**config.mk**
```make
export PLATFORM = sky130hd
export DESIGN_NAME = register_dump_unit
export DESIGN_NICKNAME = d
export VERILOG_FILES = /design/src/rtl/register_dump_unit_pkg.sv /design/src/rtl/register_dump_unit_word_serializer.sv /design/src/rtl/register_dump_unit.sv
export SDC_FILE = /design/constraint.sdc
export NUM_CORES = 1
export LEC_CHECK = 0
export ABC_AREA = 1
export CORE_MARGIN = 2
export CORE_UTILIZATION = 44
export CTS_CLUSTER_SIZE = 16
export DETAILED_ROUTE_END_ITERATION = 8
export GPL_ROUTABILITY_DRIVEN = 0
export PLACE_DENSITY_LB_ADDON = 0.08
export SYNTH_ARGS = -nofsm -noshare
export SYNTH_HDL_FRONTEND = slang
export SYNTH_SLANG_ARGS = --single-unit
```
**constraint.sdc**
```tcl
create_clock -name i_clock -period 1.3 [get_ports i_clock]
set_input_delay 0.26 -clock i_clock [delete_from_list [all_inputs] [get_ports i_clock]]
set_output_delay 0.26 -clock i_clock [all_outputs]
set_load 0.02 [all_outputs]
```
**src/rtl/register_dump_unit_pkg.sv**
```systemverilog
// Shared types and constants for the register dump path (FSM encoding, byte geometry, sync byte).
package register_dump_unit_pkg;

  localparam int NB_BYTE          = 8;
  localparam int NB_DATA_DEFAULT  = 32;
  localparam int BYTES_PER_WORD   = NB_DATA_DEFAULT / NB_BYTE;
  localparam logic [7:0] DUMP_HEADER_BYTE = 8'hA5;

  typedef enum logic [2:0] {
    ST_IDLE   = 3'd0,
    ST_SELECT = 3'd1,
    ST_LOAD   = 3'd2,
    ST_SEND   = 3'd3,
    ST_DONE   = 3'd4,
    ST_HEADER = 3'd5
  } dump_state_e;

endpackage

```
**src/rtl/register_dump_unit_word_serializer.sv**
```systemverilog
// Word-to-byte serializer: holds one word (or a lone header byte) and emits it MSB first
// over a valid/ready stream, flagging the transfer of the final byte back to the controller.
module register_dump_unit_word_serializer #(
  parameter int NB_DATA = 32,
  parameter int NB_BYTE = register_dump_unit_pkg::NB_BYTE
) (
  input  logic               clk_i,
  input  logic               rst_i,
  input  logic               load_word_i,
  input  logic               load_hdr_i,
  input  logic [NB_DATA-1:0] word_i,
  input  logic [NB_BYTE-1:0] hdr_byte_i,
  input  logic               tx_ready_i,
  output logic [NB_BYTE-1:0] tx_data_o,
  output logic               tx_valid_o,
  output logic               last_xfer_o
);

  localparam int WORD_BYTES = NB_DATA / NB_BYTE;
  localparam int NB_CNT     = (WORD_BYTES > 1) ? $clog2(WORD_BYTES) : 1;
  localparam logic [NB_CNT-1:0] LAST_CNT = NB_CNT'(WORD_BYTES - 1);
  localparam logic [NB_CNT-1:0] CNT_ONE  = NB_CNT'(1);

  logic [NB_DATA-1:0] shift_q, shift_d;
  logic [NB_CNT-1:0]  cnt_q, cnt_d;
  logic               valid_q, valid_d;
  logic               xfer_s;
  logic               last_s;

  // Next-state for shift register, byte counter and valid; a header load sits at the
  // last count so its single byte retires like the tail of a word.
  always_comb begin
    shift_d = shift_q;
    cnt_d   = cnt_q;
    valid_d = valid_q;
    xfer_s  = valid_q & tx_ready_i;
    last_s  = xfer_s & (cnt_q == LAST_CNT);
    if (load_word_i) begin
      shift_d = word_i;
      cnt_d   = '0;
      valid_d = 1'b1;
    end else if (load_hdr_i) begin
      shift_d = '0;
      shift_d[NB_DATA-1 -: NB_BYTE] = hdr_byte_i;
      cnt_d   = LAST_CNT;
      valid_d = 1'b1;
    end else if (last_s) begin
      valid_d = 1'b0;
    end else if (xfer_s) begin
      shift_d = shift_q << NB_BYTE;
      cnt_d   = cnt_q + CNT_ONE;
    end else begin
      valid_d = valid_q;
    end
  end

  // Serializer state registers.
  always_ff @(posedge clk_i) begin
    if (rst_i) begin
      shift_q <= '0;
      cnt_q   <= '0;
      valid_q <= 1'b0;
    end else begin
      shift_q <= shift_d;
      cnt_q   <= cnt_d;
      valid_q <= valid_d;
    end
  end

  assign tx_data_o   = shift_q[NB_DATA-1 -: NB_BYTE];
  assign tx_valid_o  = valid_q;
  assign last_xfer_o = last_s;

endmodule

```
**src/rtl/register_dump_unit.sv**
```systemverilog
// register_dump_unit: steps every register through the bank read port and streams its bytes
// MSB first toward the debug UART. Optional macro REG_DUMP_HEADER_EN prepends one sync byte.
module register_dump_unit #(
  parameter int NB_DATA     = 32,
  parameter int N_REGISTERS = 32,
  parameter int NB_REGISTER = 5,
  parameter int NB_BYTE     = register_dump_unit_pkg::NB_BYTE
) (
  input  logic                   i_clock,
  input  logic                   i_reset,
  input  logic                   i_dump_start,
  input  logic [NB_DATA-1:0]     i_reg_data,
  output logic [NB_REGISTER-1:0] o_reg_sel,
  output logic                   o_reg_read_en,
  output logic [NB_BYTE-1:0]     o_tx_data,
  output logic                   o_tx_valid,
  input  logic                   i_tx_ready,
  output logic                   o_busy,
  output logic                   o_done
);

  import register_dump_unit_pkg::*;

  localparam logic [NB_REGISTER-1:0] LAST_REG = NB_REGISTER'(N_REGISTERS - 1);
  localparam logic [NB_REGISTER-1:0] IDX_ONE  = NB_REGISTER'(1);

  dump_state_e            state_q, state_d;
  logic [NB_REGISTER-1:0] index_q, index_d;
  logic                   busy_q;
  logic                   read_en_q;
  logic                   done_q;
  logic                   load_word_s;
  logic                   load_hdr_s;
  logic                   last_xfer_s;

  // Dump sequencer: start is only honoured in IDLE, so a held start re-arms after DONE.
  always_comb begin
    state_d     = state_q;
    index_d     = index_q;
    load_word_s = 1'b0;
    load_hdr_s  = 1'b0;
    case (state_q)
      ST_IDLE: begin
        if (i_dump_start) begin
          index_d = '0;
`ifdef REG_DUMP_HEADER_EN
          load_hdr_s = 1'b1;
          state_d    = ST_HEADER;
`else
          state_d    = ST_SELECT;
`endif
        end else begin
          state_d = ST_IDLE;
        end
      end
      ST_HEADER: begin
        if (last_xfer_s) begin
          state_d = ST_SELECT;
        end else begin
          state_d = ST_HEADER;
        end
      end
      ST_SELECT: begin
        state_d = ST_LOAD;
      end
      ST_LOAD: begin
        load_word_s = 1'b1;
        state_d     = ST_SEND;
      end
      ST_SEND: begin
        if (last_xfer_s && (index_q == LAST_REG)) begin
          state_d = ST_DONE;
        end else if (last_xfer_s) begin
          index_d = index_q + IDX_ONE;
          state_d = ST_SELECT;
        end else begin
          state_d = ST_SEND;
        end
      end
      ST_DONE: begin
        state_d = ST_IDLE;
      end
      default: begin
        state_d = ST_IDLE;
      end
    endcase
  end

  // Control outputs are registered from the next state so they line up with it.
  always_ff @(posedge i_clock) begin
    if (i_reset) begin
      state_q   <= ST_IDLE;
      index_q   <= '0;
      busy_q    <= 1'b0;
      read_en_q <= 1'b0;
      done_q    <= 1'b0;
    end else begin
      state_q   <= state_d;
      index_q   <= index_d;
      busy_q    <= (state_d != ST_IDLE);
      read_en_q <= (state_d == ST_SELECT) || (state_d == ST_LOAD);
      done_q    <= (state_d == ST_DONE);
    end
  end

  register_dump_unit_word_serializer #(
    .NB_DATA (NB_DATA),
    .NB_BYTE (NB_BYTE)
  ) u_word_serializer (
    .clk_i       (i_clock),
    .rst_i       (i_reset),
    .load_word_i (load_word_s),
    .load_hdr_i  (load_hdr_s),
    .word_i      (i_reg_data),
    .hdr_byte_i  (NB_BYTE'(DUMP_HEADER_BYTE)),
    .tx_ready_i  (i_tx_ready),
    .tx_data_o   (o_tx_data),
    .tx_valid_o  (o_tx_valid),
    .last_xfer_o (last_xfer_s)
  );

  assign o_reg_sel     = index_q;
  assign o_reg_read_en = read_en_q;
  assign o_busy        = busy_q;
  assign o_done        = done_q;

endmodule

```
* Word level (Yosys, flattened, before mapping)
Cells that the tools add are included.
** Storage, ports and cells
- Bits in registers :: 46
- Bits of input ports :: 36
- Output and inout port bits :: 17
** Cells by class
- Add/sub/neg operators :: 2
- Equal/unequal tests :: 13
- Muxes and demuxes :: 15
- Bitwise gates (word level) :: 3
- Reductions and logical operators :: 11
** Operator list (count)
- 32-bit 2-to-1 mux :: 3
- 5-bit 2-to-1 mux :: 3
- 3-bit case mux with 5 select lines :: 1
- 5-bit case mux with 2 select lines :: 1
- 3-bit by 2-bit == test with 1-bit output, second input constant :: 3
- 2-bit inequality test, second input constant :: 4
- 3-bit by 1-bit == test with 1-bit output, second input constant :: 2
- 3-bit == test, second input constant :: 2
- 3-bit 2-to-1 mux :: 2
- 2-bit nonzero test :: 3
- 5-bit by 1-bit adder with 5-bit output, second input constant :: 1
- 5-bit == test, second input constant :: 1
- 1-bit 2-to-1 mux :: 4
- 2-bit AND reduction :: 2
- 4-bit AND reduction :: 1
- 3-bit logical NOT :: 1
- 3-bit nonzero test :: 1
- 2-bit by 1-bit adder with 2-bit output, second input constant :: 1
- 1-bit bitwise AND :: 2
- 2-bit == test, second input constant :: 1
- 2-bit 2-to-1 mux :: 1
- 2-bit OR reduction :: 1
- 1-bit logical AND :: 1
- 1-bit logical OR :: 1
- 1-bit inverter :: 1

* Logic depth before layout (Yosys ltp)
Gate-level depths: netlist of run 1.
- Depth in word-level cells :: 7
- Gate-level depth with buffers :: 11
- Mapped depth without buffers :: 11

* Modules after synthesis
From an unflattened synthesis of run 1, not the netlist that was laid out.
** Second synthesis, totals
- Cell total of the unflattened synthesis :: 370
- Area total of the unflattened synthesis :: 2491.1 µm²
** Modules (own cells, without submodules)
- register_dump_unit_word_serializer :: times used 1, cells an instance 285, area each 1885.6 µm², seq. area each 700.7 µm²
- register_dump_unit :: times used 1, cells an instance 85, area each 605.6 µm², seq. area each 220.2 µm²

* Least setup slack after synthesis of run 1
Ideal clock, no wire load.
- Path kind :: reg-to-reg
- From :: register index_q[0], in the netlist o_reg_sel[0]
- To :: register index_q[0], in the netlist o_reg_sel[0]
- Setup time :: 0.113 ns
- Arrival time :: 1.530 ns
- Slack :: -0.343 ns
- Cell stages (with the launch flop) :: 12
- Period minus slack after synthesis :: 1.643 ns
- Cell sequence :: dfxtp_1 ha_1 nand2_1 nor2_1 ha_1 nand4_1 nand2_2 nand2_4 nand2_4 inv_2 nor2_1 nor2_1
** Between the ends
- Cells in the longest elaborated chain, start to end :: 4
** RTL lines
- start, declared :: RTL line register_dump_unit.sv:28 : logic [NB_REGISTER-1:0] index_q, index_d;
- start signal, assigned :: RTL line register_dump_unit.sv:99 : index_q <= index_d;
- 5-bit by 1-bit adder with 5-bit output / 5-bit == test (equally long branches) :: RTL line register_dump_unit.sv:74, register_dump_unit.sv:71
- 5-bit 2-to-1 mux / 1-bit logical AND (equally long branches) :: RTL line register_dump_unit.sv:73, register_dump_unit.sv:71
- 5-bit 2-to-1 mux / 2-bit inequality test (equally long branches)
- 5-bit case mux with 2 select lines / 4-bit AND reduction (equally long branches)
Parallel ways exist; a longest one is shown, timed or not. The select of a mux whose other input is x is not followed.
A chain may end at the register's enable or synchronous reset.

* Worst setup path after layout of run 1
Same ends and word-level chain as after synthesis.

==> reports/qor.yml, run 1 <==
status: "complete, but fails checks"
violations: "setup timing"
num_io_pins: 53
worstPathArrival_ps: 1720
cts_buffers: 5
critical_path_class: "reg -> reg"
drtIter0Drc: 81
nets: 414
antenna_found_initial: 0
max_freq_mhz: 654
yosysSeqAreaShare_pct: 42.1
p_leak_nw: 1.43
syn_avg_cell_area_um2: 6.95
synth-edff-count: 0
portBuffers: 52
cts.clk_slew.worst_paths_ps: 80
final-hold-violation-count: 0
area.growth.synth_to_final_pct: 35.5
cts_tree: "built"
stdcell_count: 443
yosys.area.top_type: "dfxtp_1"
hold_path.class: "reg -> reg"
grt-ovfl-total: 0
design_area_um2: 2970
clock_sinks: 46
worstPathRequired_ps: 1500
critPathMaxFanout: 6
setup_ws_ps: -229
drive_above_1_share_pct: 17.6
avgRoutedWirePerCell_um: 11.0
viasPerCell: 4.57
cts_hold_buf: 0
ys_seq_elements: 46
drc: 0
postRouteAntennaNets: 0
power.total_mw: 3.24
yosysMostFrequentCell: "nand2_1"
peakVddDrop_v: 0.000600
period_minus_slack_ps: 1530
clock_skew_ps: 6.55
ys_types: 26
die_h_um: 74.5
yosys_warnings: 0
cellPowerDensity_nw_per_um2: 1090
dp_hpwl_mm: 3.15
final_util_pct: 62.4
rows: 25
finalSetupViolCount: 32
first_pass_iters: 4
clk_path_buf_depth: 2
dp.cells: 431
synth_top_area_share_pct: 42.1
gr-usage-all-layers_pct: 17.9
n_antenna_cell: 0
slew_viol_final: 0
netlist_top_cells_area: "dfxtp_1 (42%), nand2_1 (21%), nand3_1 (7.1%)"
yosys_most_used_dff: "dfxtp_1"
grt_pass1_vias: 1764
core_um2: 4750
wl_mm: 4.86
fin_tns_setup_ps: -1980
syn_nets: 354
clock_latency_ps: 300
grt_start_max_net_pins: 33
synth_area_um2: 2190
synth_common_cells: "nand2_1 (123), dfxtp_1 (46), inv_1 (32), nand3_1 (31), nor2_1 (16)"
root_buffer: "clkbuf_8"
place_area_um2: 2810
worst_hold_slack_ps: 463
cts.htree.levels: 2
min_period_over_period_pct: 118
worstSetupStartpointType: "flip-flop"
die-area_um2: 5560
synth_cells: 315
via_count: 2024
rsz0062_at_grt: "yes"
place_ws_ps: -343
ys_async_sr_fraction_pct: 0
worstMarginPinSlew_ps: 253
grt_pass1_wl_mm: 7.63
endpoint_kind: "flip-flop"
slew_headroom_pct: 83.0
start_util_pct: 46.1
max-cap-violations: 0
die_w_um: 74.5
-- cell families (layout without fill, tap and decap cells) --
| family | count (synthesis) | in the layout | share of synthesized area, % |
|---|---|---|---|
| adders and majority gates | 3 | 3 | 1.71 |
| AOI/OAI and AO/OA | 23 | 23 | 5.43 |
| DFF | 46 | 46 | 42.1 |
| buffers and inverters | 58 | 119 | 13.9 |
| and+or+nand+nor | 185 | 185 | 36.9 |
-- per-layer routing --
metal,up-vias,global-route usage (%),part of all wire [%]
li1,1089,-,-
met1,888,23.9,49
met2,42,28.9,45
met3,5,4.61,4.2
met4,0,4.76,0.95
met5,-,0,0
-- area by class of cell --
type,count,area (um^2)
inverters,38,165
flip-flops and latches,46,928
clock inverters,1,5.00
repair inverters,2,22.5
repair buffers,71,644
multi-input cells,211,1030
well taps,67,83.8
fillers,482,1790
clock buffers,7,86.3
-- power breakdown --
part | switching (mW) | total (mW) | internal, mW
Clock | 0.477 | 0.907 | 0.430
Combinational | 0.418 | 0.758 | 0.339
Sequential | 0.0623 | 1.58 | 1.52
Total | 0.958 | 3.24 | 2.29
-- final timing paths --
path,start,endpoint,slack (ps),depth (start not counted)
hold / removal,u_word_serializer.shift_q[2],u_word_serializer.shift_q[2],460,2
setup reg to reg,o_reg_sel[0],o_reg_sel[0],-230,11
hold reg to reg,u_word_serializer.shift_q[2],u_word_serializer.shift_q[2],460,2
setup / recovery,o_reg_sel[0],o_reg_sel[0],-230,11
-- cells in the final DEF (no fill, tap or decap), types with 2 or more instances in the layout --
cell type | synthesis | routed
o21ai_1 | 3 | 3
clkdlybuf4s15_1 | 0 | 2
a21oi_2 | 0 | 2
nand2_2 | 4 | 4
nand3_2 | 1 | 3
ha_2 | 0 | 2
inv_2 | 3 | 3
nand2_1 | 123 | 122
buf_2 | 3 | 3
dlygate4sd2_1 | 0 | 10
nand4_1 | 2 | 2
a21oi_1 | 15 | 13
nor2_2 | 0 | 4
dfxtp_4 | 0 | 2
dfxtp_1 | 46 | 44
buf_4 | 11 | 18
nor2_1 | 16 | 12
nand3_1 | 31 | 28
clkbuf_8 | 0 | 6
clkdlybuf4s50_1 | 0 | 35
nand2_4 | 3 | 4
inv_1 | 32 | 31
a31oi_1 | 3 | 3
inv_8 | 0 | 3
-- registers in the layout, indices dropped and copies added, names as in the netlist --
name and count:
state_q 3, o_reg_read_en 1, o_reg_sel 5, u_word_serializer.tx_valid_o 1, u_word_serializer.cnt_q 2, o_busy 1, u_word_serializer.shift_q 32, o_done 1
-- timing repair --
action | CTS | global route
pin swaps | 0 | 7
setup endpoints to repair | 56 | 45
buffers inserted | 0 | 2
resized for setup | 38 | 17
gates cloned | 1 | 1
-- critical path, cell delays in order (launching register included) --
cell and delay [ps]:
dfxtp_4 360, ha_4 140, nand2_2 60, nor2_2 80, ha_2 200, nand4_1 90
nand2_2 130, nand2_4 70, nand2_4 110, inv_4 50, nor2_2 90, nor2_1 50
Power figures use the tool's default switching activity.
==> run 2, diff against run 1 <==
Settings changed: CORE_UTILIZATION 44 to 37.
==> run 2 against run 1 <==
Compared with the run above: the run still ends with setup timing left; critical path depth unchanged; sequential share of layout area down 0.96 points; fmax shrank 0.63%; design area is 3.5% higher; non-clock buffer count increased by 2; clock-buffer cell count did not move; routed wire length increased by 7.8%; flip-flop and latch count did not move; worst setup slack lost 9.6 ps; first-iteration DRC count rose by 15%; largest power group unchanged; global-route usage decreased by 1.7 points; combinational power is 8.0% higher.
==> reports/qor.yml, run 2 (synthesized netlist as in run 1, its figures left out) <==
status: "complete, but fails checks"
violations: "setup timing"
n_antenna_cell: 0  # unchanged
power.total_mw: 3.39  # +4.5%
r2r_cells: 11  # unchanged
critical_path_class: "reg -> reg"
fin_tns_setup_ps: -2500  # -518 ps
die_h_um: 80.9  # +8.6%
clk_path_buf_depth: 2  # unchanged
via_count: 2036  # +0.59%
worstPathArrival_ps: 1740  # +20 ps
grt-ovfl-total: 0  # unchanged
cellPowerDensity_nw_per_um2: 1100  # +1.0%
rows: 28  # +12%
final-hold-violation-count: 0  # unchanged
finalSetupViolCount: 27  # -16%
cts.htree.levels: 2  # unchanged
critical_path.endpoint: "o_reg_sel[1]"
portBuffers: 52  # unchanged
endpoint_kind: "flip-flop"
drtIter0Drc: 93  # +15%
cts.clk_slew.worst_paths_ps: 90  # about the same
rsz0062_at_grt: "yes"
period_minus_slack_ps: 1540  # +9.62 ps
cp-startpoint: "o_reg_sel[1]"
reg2reg_slack_ps: -240  # about the same
drive_above_1_share_pct: 18.5  # +0.92 points
dp_hpwl_mm: 3.34  # +6.0%
grt_pass1_wl_mm: 8.22  # +7.7%
postRouteAntennaNets: 0  # unchanged
cts_hold_buf: 0  # unchanged
area.growth.synth_to_final_pct: 40.2
core_um2: 5820  # +22%
largest_register_ffs: 32  # unchanged
max_freq_mhz: 650  # -0.63%
clock_sinks: 46  # unchanged
hold_path.class: "reg -> reg"
grt_pass1_vias: 1788  # +1.4%
regMostFlops: "u_word_serializer.shift_q"
nets: 417  # +0.72%
die_w_um: 80.9  # +8.6%
viasPerCell: 4.48  # -1.8%
slew_headroom_pct: 83.7  # +0.72 points
cts_tree: "built"
start_util_pct: 37.7  # -8.4 points
fillCellCount: 608  # +26%
min_period_over_period_pct: 118  # +0.74 points
multiInputGateArea_um2: 1050  # +1.5%
gr-usage-all-layers_pct: 16.2  # -1.7 points
place_ws_ps: -332  # +10.9 ps
grt_start_max_net_pins: 33  # unchanged
max-cap-violations: 0  # unchanged
antenna_found_initial: 0  # unchanged
cts_buffers: 5  # unchanged
num_io_pins: 53  # unchanged
root_buffer: "clkbuf_8"
dp.cells: 437  # +1.4%
stdcell_count: 454  # +2.5%
setup_ws_ps: -238  # -9.62 ps
peakVddDrop_v: 0.000544  # -9.2%
p_leak_nw: 1.48  # +3.2%
r2r-end: "o_reg_sel[1]"
final_common_cell: "nand2_1"
worstSetupStartpointType: "flip-flop"
die-area_um2: 6550  # +18%
first_pass_iters: 4  # unchanged
drc: 0  # unchanged
clock_skew_ps: 11.6  # +5.09 ps
slew_viol_final: 0  # unchanged
final_cell_mix: "nand2_1 (122), dfxtp_1 (42), clkdlybuf4s50_1 (35)"
clock_latency_ps: 300  # about the same
regArea_um2: 931  # +0.27%
wl_mm: 5.24  # +7.8%
critPathMaxFanout: 6  # unchanged
worstPathRequired_ps: 1500  # about the same
worstMarginPinSlew_ps: 244  # -9.46 ps
r2r_start: "o_reg_sel[1]"
avgRoutedWirePerCell_um: 11.6  # +5.2%
==> run 2: cell type report <==
type / instances / share of cell area (%)
Tap cell: 75 / 3.06
Inverter: 38 / 5.62
Timing Repair Buffer: 73 / 22.5
Sequential cell: 46 / 30.3
Timing Repair inverter: 3 / 0.937
Clock buffer: 7 / 3.14
Clock inverter: 1 / 0.285
Multi-Input combinational cell: 211 / 34.1
==> run 2: worst min path at each step <==
stage,startpoint,cells after the start,to,slack [ps]
3_5_place_dp,u_word_serializer.shift_q[2],2,u_word_serializer.shift_q[2],460
5_1_grt,u_word_serializer.shift_q[0],2,u_word_serializer.shift_q[0],490
4_1_cts,u_word_serializer.shift_q[3],2,u_word_serializer.shift_q[3],470
6_report,u_word_serializer.shift_q[5],2,u_word_serializer.shift_q[5],460
2_1_floorplan,i_reg_data[0],2,u_word_serializer.shift_q[0],410
3_3_place_gp,u_word_serializer.shift_q[7],2,u_word_serializer.shift_q[7],450
==> run 2: worst max-delay path: stages, from the launching register on <==
cell and delay, ps:
dfxtp_4 370, ha_4 130, nand2_2 50, nor2_1 100
ha_2 180, nand4_1 120, nand2_2 140, nand2_4 90
nand2_8 110, inv_8 40, nor2_2 60, nor2_1 40
==> run 2: power by group <==
| part | internal, mW | switching (mW) |
|---|---|---|
| registers | 1.52 | 0.0649 |
| logic | 0.372 | 0.447 |
| clock network | 0.488 | 0.500 |
==> run 2: what timing repair did <==
item / CTS / global route
endpoints found under the hold margin: 0 / 0
resized for setup: 44 / 16
pin swaps: 3 / 10
setup buffers: 2 / 4
gates cloned: 2 / 1
endpoints found under the setup margin: 58 / 41
==> run 2: metal layers <==
| metal | part of all wire (%) | GRT usage (%) |
|---|---|---|
| met1 | 49 | 21.4 |
| met2 | 45 | 26.5 |
| met3 | 4.4 | 3.44 |
| met4 | 1.2 | 5.08 |
| met5 | 0 | 0 |
==> run 2: stage by stage <==
step                      area, um^2  hold slack [ps]  util (%)
final                           3070              465      52.8
after global routing            3070              489      52.8
after CTS                       2960              472      50.8
after detailed placement        2810              460      48.4
after global placement          2810              452      48.4
after floorplan                 2220              407         -
